<file path="config.mk">
export PLATFORM = sky130hd
export DESIGN_NAME = popcount_accum
export DESIGN_NICKNAME = d
export VERILOG_FILES = /design/src/rtl/popcount_pkg.sv /design/src/rtl/popcount_sat_add.sv /design/src/rtl/popcount_accum.sv
export SDC_FILE = /design/constraint.sdc
export NUM_CORES = 1
export LEC_CHECK = 0
export ABC_AREA = 1
export BUFFER_PORTS_ARGS = -buffer_cell sky130_fd_sc_hd__buf_2
export CAP_MARGIN = 20
export CELL_PAD_IN_SITES_DETAIL_PLACEMENT = 1
export CELL_PAD_IN_SITES_GLOBAL_PLACEMENT = 1
export CORE_MARGIN = 3
export CORE_UTILIZATION = 25
export CTS_BUF_LIST = sky130_fd_sc_hd__clkbuf_8
export DETAILED_ROUTE_END_ITERATION = 12
export PLACE_DENSITY_LB_ADDON = 0.1
export SKIP_LAST_GASP = 1
export SYNTH_ARGS = -nofsm -noshare
export SYNTH_HDL_FRONTEND = slang
export SYNTH_SLANG_ARGS = --single-unit
</file>
<file path="constraint.sdc">
create_clock -name CLK -period 5 [get_ports CLK]
set_clock_uncertainty 0.1 [all_clocks]
set_input_delay 0.75 -clock CLK [delete_from_list [all_inputs] [get_ports CLK]]
set_output_delay 0.75 -clock CLK [all_outputs]
set_load 0.01 [all_outputs]
</file>
<file path="src/rtl/popcount_pkg.sv">
// Shared types and constants for the per-frame popcount accumulator.
package popcount_pkg;
  localparam int W_CNT     = 4;
  localparam int MAX_CNT   = 8;
  localparam int W_ACC_DEF = 16;

  typedef enum logic {
    ACC  = 1'b0,
    DONE = 1'b1
  } popcount_accum_state_t;
endpackage

</file>
<file path="src/rtl/popcount_sat_add.sv">
// W_ACC-bit adder with carry out; wraps by default, saturates when
// POPCOUNT_ACCUM_SAT_EN is defined.
module popcount_sat_add #(
  parameter int W_ACC = 16
) (
  input  logic [W_ACC-1:0] a,
  input  logic [W_ACC-1:0] b,
  output logic [W_ACC-1:0] sum,
  output logic             carry
);
  logic [W_ACC:0] w_raw;

  assign w_raw = {1'b0, a} + {1'b0, b};
  assign carry = w_raw[W_ACC];

`ifdef POPCOUNT_ACCUM_SAT_EN
  // Pin at all-ones once the true sum no longer fits.
  assign sum = w_raw[W_ACC] ? {W_ACC{1'b1}} : w_raw[W_ACC-1:0];
`else
  assign sum = w_raw[W_ACC-1:0];
`endif
endmodule

</file>
<file path="src/rtl/popcount_accum.sv">
// Sums per-byte popcounts over an I_LAST-delimited frame and presents total,
// beat count and overflow on a valid/ready port. Option: POPCOUNT_ACCUM_SAT_EN.
import popcount_pkg::*;

module popcount_accum #(
  parameter int W_ACC = W_ACC_DEF
) (
  input  logic             CLK,
  input  logic             ASYNCRESETN,
  input  logic [W_CNT-1:0] I,
  input  logic             I_VALID,
  input  logic             I_LAST,
  output logic             I_READY,
  output logic [W_ACC-1:0] O,
  output logic [W_ACC-1:0] O_BEATS,
  output logic             O_OVF,
  output logic             O_VALID,
  input  logic             O_READY
);
  popcount_accum_state_t r_state;
  logic [W_ACC-1:0] r_acc;
  logic [W_ACC-1:0] r_beats;
  logic             r_ovf;
  logic [W_ACC-1:0] r_o;
  logic [W_ACC-1:0] r_o_beats;
  logic             r_o_ovf;
  logic             r_o_valid;

  logic [W_ACC-1:0] w_i_ext;
  logic [W_ACC-1:0] w_one;
  logic [W_ACC-1:0] w_acc_sum;
  logic [W_ACC-1:0] w_beats_sum;
  logic             w_acc_carry;
  logic             w_beats_carry;
  logic             w_ovf_next;
  logic             w_accept;

  assign w_i_ext    = {{(W_ACC-W_CNT){1'b0}}, I};
  assign w_one      = {{(W_ACC-1){1'b0}}, 1'b1};
  assign w_ovf_next = r_ovf | w_acc_carry | w_beats_carry;

  // In DONE the upstream is gated by the consumer, so an accept there implies a handshake.
  assign I_READY  = (r_state == ACC) ? 1'b1 : O_READY;
  assign w_accept = I_VALID & I_READY;

  popcount_sat_add #(.W_ACC(W_ACC)) u_acc_add (
    .a     (r_acc),
    .b     (w_i_ext),
    .sum   (w_acc_sum),
    .carry (w_acc_carry)
  );

  popcount_sat_add #(.W_ACC(W_ACC)) u_beats_add (
    .a     (r_beats),
    .b     (w_one),
    .sum   (w_beats_sum),
    .carry (w_beats_carry)
  );

  always_ff @(posedge CLK or negedge ASYNCRESETN) begin
    if (!ASYNCRESETN) begin
      r_state   <= ACC;
      r_acc     <= '0;
      r_beats   <= '0;
      r_ovf     <= 1'b0;
      r_o       <= '0;
      r_o_beats <= '0;
      r_o_ovf   <= 1'b0;
      r_o_valid <= 1'b0;
    end else begin
      case (r_state)
        ACC: begin
          if (w_accept && I_LAST) begin
            r_o       <= w_acc_sum;
            r_o_beats <= w_beats_sum;
            r_o_ovf   <= w_ovf_next;
            r_o_valid <= 1'b1;
            r_acc     <= '0;
            r_beats   <= '0;
            r_ovf     <= 1'b0;
            r_state   <= DONE;
          end else if (w_accept) begin
            r_acc   <= w_acc_sum;
            r_beats <= w_beats_sum;
            r_ovf   <= w_ovf_next;
          end
        end
        DONE: begin
          // A same-cycle 1-beat frame reloads the result and keeps O_VALID high.
          if (w_accept && I_LAST) begin
            r_o       <= w_acc_sum;
            r_o_beats <= w_beats_sum;
            r_o_ovf   <= w_ovf_next;
            r_o_valid <= 1'b1;
            r_acc     <= '0;
            r_beats   <= '0;
            r_ovf     <= 1'b0;
          end else if (O_READY) begin
            if (w_accept) begin
              r_acc   <= w_acc_sum;
              r_beats <= w_beats_sum;
              r_ovf   <= w_ovf_next;
            end
            r_o_valid <= 1'b0;
            r_state   <= ACC;
          end
        end
        default: begin
          r_state   <= ACC;
          r_o_valid <= 1'b0;
        end
      endcase
    end
  end

  assign O       = r_o;
  assign O_BEATS = r_o_beats;
  assign O_OVF   = r_o_ovf;
  assign O_VALID = r_o_valid;
endmodule

</file>
==> Word level (Yosys, flattened, before mapping) <==
Index checks and enable logic that the tools add are counted.
{ "totals": {"inputBits": 9, "reg_bits": 68, "elab_cells": 45, "out_inout_bits": 35} }
{ "classes": {"muxes": 27, "n_addsub": 2, "reduce_logical": 2, "bitwise": 4, "eq_ne": 2} }
{ "op_table": {"columns": ["operator", "n"], "rows": [
  ["2-to-1 mux 16 bit", 10],
  ["case mux 16 bit (2 select lines)", 2],
  ["adder 16 x 1 -> 17 bit (second input constant)", 1],
  ["adder 16 x 4 -> 17 bit", 1],
  ["2-to-1 mux 1 bit", 12],
  ["case mux 1 bit (2 select lines)", 3],
  ["inequality test 3 x 2 -> 1 bit (second input constant)", 1],
  ["inequality test 2 x 1 -> 1 bit (second input constant)", 1],
  ["bitwise OR 1 bit", 2],
  ["AND reduction 2 bit", 1],
  ["AND 1 bit", 1],
  ["logical AND 1 bit", 1],
  ["inverter 1 bit", 1]
]} }

==> Depth between registers and ports, before layout <==
{ "depth": {"depth_word": 7, "depth_mapped": 11, "depth_no_buf": 11} }

==> By module <==
A second synthesis with hierarchy kept.
{ "hier_totals": {"hier_cells": 679, "hier_area_um2": 4835.9} }
{ "modules_own_cells": {"columns": ["module", "n_inst", "area_per_inst_um2", "cells_per_inst", "seq_area_each_um2"], "rows": [
  ["popcount_accum", 1, 2890.3, 306, 1701.6],
  ["popcount_sat_add at u_acc_add", 1, 979.7, 185, 0.0],
  ["popcount_sat_add at u_beats_add", 1, 965.9, 188, 0.0]
]} }

==> Least setup slack after synthesis <==
Ideal clock, no wire load.
{ "synth_path": {"kind": "input to register", "from": "input I[0]", "to": "register r_o_ovf (netlist: O_OVF)", "t_arrival_ps": 1933, "setup_ps": 116, "n_path_buf": 0, "required_ps": 4784, "setup_slack_ps": 2851, "cell_stages": 10, "cell_sequence": "ha_1 -> fa_1 -> nand2_1 -> nand3_1 -> nand2_2 -> nor2_4 -> nand2_1 -> nand3b_1 -> nand2_1 -> nand2_1"} }
{ "synth_between": {"elab_chain_len": 4} }
{ "synth_rtl": {"columns": ["element", "line_no", "rtl"], "rows": [
  ["from (decl)", "popcount_accum.sv:10", "input logic [W_CNT-1:0] I,"],
  ["adder 16 x 4 -> 17 bit", "popcount_sat_add.sv:13", "assign w_raw = {1'b0, a} + {1'b0, b};"],
  ["bitwise OR 1 bit (2 in series)", "popcount_accum.sv:40", "assign w_ovf_next = r_ovf | w_acc_carry | w_beats_carry;"],
  ["2-to-1 mux 1 bit", "popcount_accum.sv:73, popcount_accum.sv:90", null],
  ["to (signal assigned)", "popcount_accum.sv:76", "r_o_ovf <= w_ovf_next;"],
  ["to (signal assigned)", "popcount_accum.sv:93", "r_o_ovf <= w_ovf_next;"],
  ["to (decl)", "popcount_accum.sv:26", "logic r_o_ovf;"]
]} }
Every way passes these cells. The select of a mux whose other input is x is not followed.
A chain may end at the register's enable or synchronous reset.

==> Final worst setup path <==
{ "layout_path": {"from": "input O_READY", "to": "register r_o_beats[5] (netlist: O_BEATS[5])"} }
{ "layout_between": {"elab_chain_len": 3} }
{ "layout_rtl": {"columns": ["element", "line_no", "rtl"], "rows": [
  ["from (decl)", "popcount_accum.sv:18", "input logic O_READY"],
  ["2-to-1 mux 1 bit", "popcount_accum.sv:43", "assign I_READY = (r_state == ACC) ? 1'b1 : O_READY;"],
  ["AND 1 bit", "popcount_accum.sv:44", "assign w_accept = I_VALID & I_READY;"],
  ["logical AND 1 bit", "popcount_accum.sv:73, popcount_accum.sv:90", null],
  ["to (signal assigned)", "popcount_accum.sv:75", "r_o_beats <= w_beats_sum;"],
  ["to (signal assigned)", "popcount_accum.sv:92", "r_o_beats <= w_beats_sum;"],
  ["to (decl)", "popcount_accum.sv:25", "logic [W_ACC-1:0] r_o_beats;"]
]} }
Every way passes these cells.

==> results.py <==
metrics = {
    "timing": {
        "fin_crit_sh": 0.431,
        "hold_slack_ns": 0.373,
        "final.setup.tns_ns": 0,
        "worstMarginPinSlew_ns": 0.839,
        "setup_viol": 0,
        "maxSlewViolCount": 0,
        "rsz0062_at_grt": "no",
        "min_period_ns": 2.16,
        "hold_viol_final": 0,
        "fmaxAchievable_mhz": 464,
        "relSlewSlack": 0.441,
    },
    "power": {
        "switching_share": 0.301,
        "ir_drop_v": 0.0000730,
        "switching_power_mw": 0.367,
        "combPwrFrac": 0.156,
        "clockPowerShare": 0.338,
        "p_leak_nw": 2.05,
        "powerDensity_nw_per_um2": 305,
        "p_int_mw": 0.853,
        "p_seq_frac": 0.506,
    },
    "drt": {
        "drtPass1Iterations": 4,
        "drc": 0,
        "drtIter0Drc": 99,
        "vias_per_cell": 4.44,
        "vias": 2915,
        "post_drt_wl_per_cell_um": 13.9,
        "drt_wl_total_um": 9150,
        "ant_nets": 0,
    },
    "worst_setup_path": {
        "r2r_end": "O_BEATS[5]",
        "crit_path_max_fanout": 43,
        "r2r_slack_ns": 2.95,
        "crit_chain": "buf_2 -> inv_1 -> nand2_2 -> nand2_4 -> nor2_8 -> inv_2 -> nand2_1 -> o21ai_0",
        "r2r_cells": 6,
        "startpoint_type": "primary input",
        "slowest_stage": "inv_2",
        "r2r_start": "r_state",
        "worstPathArrival_ns": 2.27,
        "path_class": "in2reg",
        "required_ns": 5.11,
        "critPathCaptureType": "flip-flop",
        "slowest_delay_ns": 0.42,
    },
    "clock_network": {
        "clkTransAtPathRegs_ns": 0.07,
        "clkSinkCount": 68,
        "cts.path.max_buffers": 2,
        "htree_levels": 3,
        "numCtsBuffers": 9,
        "cts-root-buf": "clkbuf_8",
        "postCtsSetupRepairBufs": 0,
        "postCtsResizedCells": 0,
        "insertion_delay_ns": 0.37,
        "hold_buffers": 0,
        "tritoncts": "built",
    },
    "synthesis": {
        "seq_area_frac_synth": 0.494,
        "synth_area_um2": 3450,
        "syn-num-nets": 448,
        "avgSynthCellArea_um2": 7.96,
        "synthAdderAreaFrac": 0.0240,
        "yosys-mux-area-fraction": 0,
        "synth_cell_type_count": 28,
        "synth_compound_area_frac": 0.0555,
        "yosys_warnings": 0,
        "synth_seq_cells": 68,
        "synth_top_family_by_area": "simple AND/OR/NAND/NOR gates",
        "netlist_instances": 433,
        "yosys.area_share.simple": 0.335,
        "synth_xor_area_frac": 0.0305,
    },
    "global_route": {
        "grt_pass1_vias": 3063,
        "antenna_found_initial": 0,
        "grt_max_degree": 44,
        "grt_pass1_wl_um": 15800,
        "busiest_layer": "met2",
        "grtUsageMet3": 0.0265,
        "grt_util_met1": 0.185,
        "met2_usage": 0.209,
        "globalRouteOverflowTotal": 0,
        "grt_util_all_layers": 0.136,
    },
    "min_path": {
        "holdPathEnd": "r_ovf",
        "hold_depth": 2,
        "holdCritStartpoint": "r_ovf",
        "min_path_type": "reg2reg",
    },
    "floorplanning": {
        "std_cell_rows": 42,
        "die_h_um": 123,
        "start_util": 0.258,
        "ios": 44,
        "design.core.area_um2": 13300,
        "die_x_um": 123,
        "dieArea_um2": 15200,
    },
    "cells_and_area": {
        "drive_gt1_frac": 0.166,
        "area_growth_syn_to_layout_pct": 16.0,
        "num_antenna_cells": 0,
        "final_nets": 492,
    },
    "run": {
        "cap_violations": 0,
    },
    "run_status": {
        "status": "complete, no violations",
    },
    "place": {
        "globalplace.congestion": 0.714,
        "place_hpwl_um": 6420,
        "io_buffer_count": 43,
    },
}
## worst max-delay path: cells and delay by family
family / cells / cell delay [ns]
AOI/OAI and AO/OA: 1 / 0.09
buffers and inverters: 3 / 0.55
and+or+nand+nor: 4 / 0.85
## cell usage in the layout (no fill, tap or decap)
cell type  count
nand2_1      170
dfrtp_1       68
nand3_1       49
buf_2         43
inv_1         39
o21ai_0       22
nor2_1        20
clkbuf_8      11
xor2_1         8
nand2_2        5
o21ai_1        5
ha_1           5
nand4_1        4
xnor2_1        4
clkinv_2       3
nor2_4         3
nand3_2        3
nor2_2         3
o21ai_2        3
inv_2          2
nand2_4        2
o22ai_1        2
a22o_1         2
nor2_8         1
or2_1          1
nand3b_1       1
fa_1           1
buf_4          1
## cells in the mapped netlist (all sizes together)
library cell / instances / area, um^2
fa: 1 / 20.0
o21ai: 30 / 161
xor2: 8 / 70.1
or2: 1 / 6.26
ha: 5 / 62.6
a22o: 2 / 17.5
nand3b: 1 / 7.51
inv: 39 / 146
buf: 10 / 57.6
xnor2: 4 / 35.0
nand2: 177 / 692
clkbuf: 1 / 3.75
nand3: 52 / 275
o22ai: 2 / 12.5
nor2: 27 / 148
dfrtp: 68 / 1700
nand4: 4 / 25.0
clkinv: 1 / 5.00
## flip-flops by register name, summed over array words and instances, names as in the netlist
name,flops
r_beats,16
O_OVF,1
O,16
O_VALID,1
r_state,1
r_ovf,1
O_BEATS,16
r_acc,16
## power by group through the flow
stage	sequential (mW)	combinational [mW]	clock, mW
4_1_cts	0.618	0.199	0.435
5_1_grt	0.624	0.224	0.456
6_report	0.618	0.190	0.412
3_5_place_dp	0.628	0.198	0
3_3_place_gp	0.628	0.195	0
2_1_floorplan	0.636	0.112	0
## metrics by stage
stage / cells / total power [mW] / utilization / setup WS [ns] / instance area (um^2)
2_1_floorplan: 433 / 0.748 / - / 2.85 / 3450
3_5_place_dp: 642 / 0.827 / 0.287 / 2.35 / 3830
4_1_cts: 657 / 1.25 / 0.299 / 2.73 / 4000
3_3_place_gp: 642 / 0.824 / 0.287 / 2.41 / 3830
6_report: 657 / 1.22 / 0.299 / 2.84 / 4000
5_1_grt: 657 / 1.30 / 0.299 / 2.55 / 4000
## final cells by class
type | instances | area [um^2]
Fill cell | 1648 | 9350
Sequential cell | 68 | 1700
Multi-Input combinational cell | 314 | 1530
Timing Repair Buffer | 44 | 223
Tap cell | 176 | 220
Clock buffer | 11 | 151
Inverter | 40 | 151
Clock inverter | 4 | 17.5
## kinds of logic after synthesis
logic type / count (synthesis)
flops: 68
fa+ha+maj: 6
xor+xnor: 12
simple gates: 262
compound gates: 34
buf+inv: 51
## worst max path at each step
stage / from / end / slack, ns / cells past startpoint
4_1_cts: O_READY / O_BEATS[5] / 2.73 / 8
6_report: O_READY / O_BEATS[5] / 2.84 / 8
2_1_floorplan: I[0] / O_OVF / 2.85 / 10
3_5_place_dp: O_READY / O_BEATS[5] / 2.35 / 8
5_1_grt: O_READY / O_BEATS[4] / 2.55 / 8
3_3_place_gp: O_READY / O_BEATS[5] / 2.41 / 8
## per-layer routing
layer / routed length (um) / vias to the layer above / share of wire
met4: 208 / 0 / 0.023
met2: 4040 / 33 / 0.44
met3: 251 / 13 / 0.027
li1: - / 1457 / -
met1: 4660 / 1412 / 0.51
met5: 0 / - / 0
Note: power is estimated with default switching activity, not from simulation.
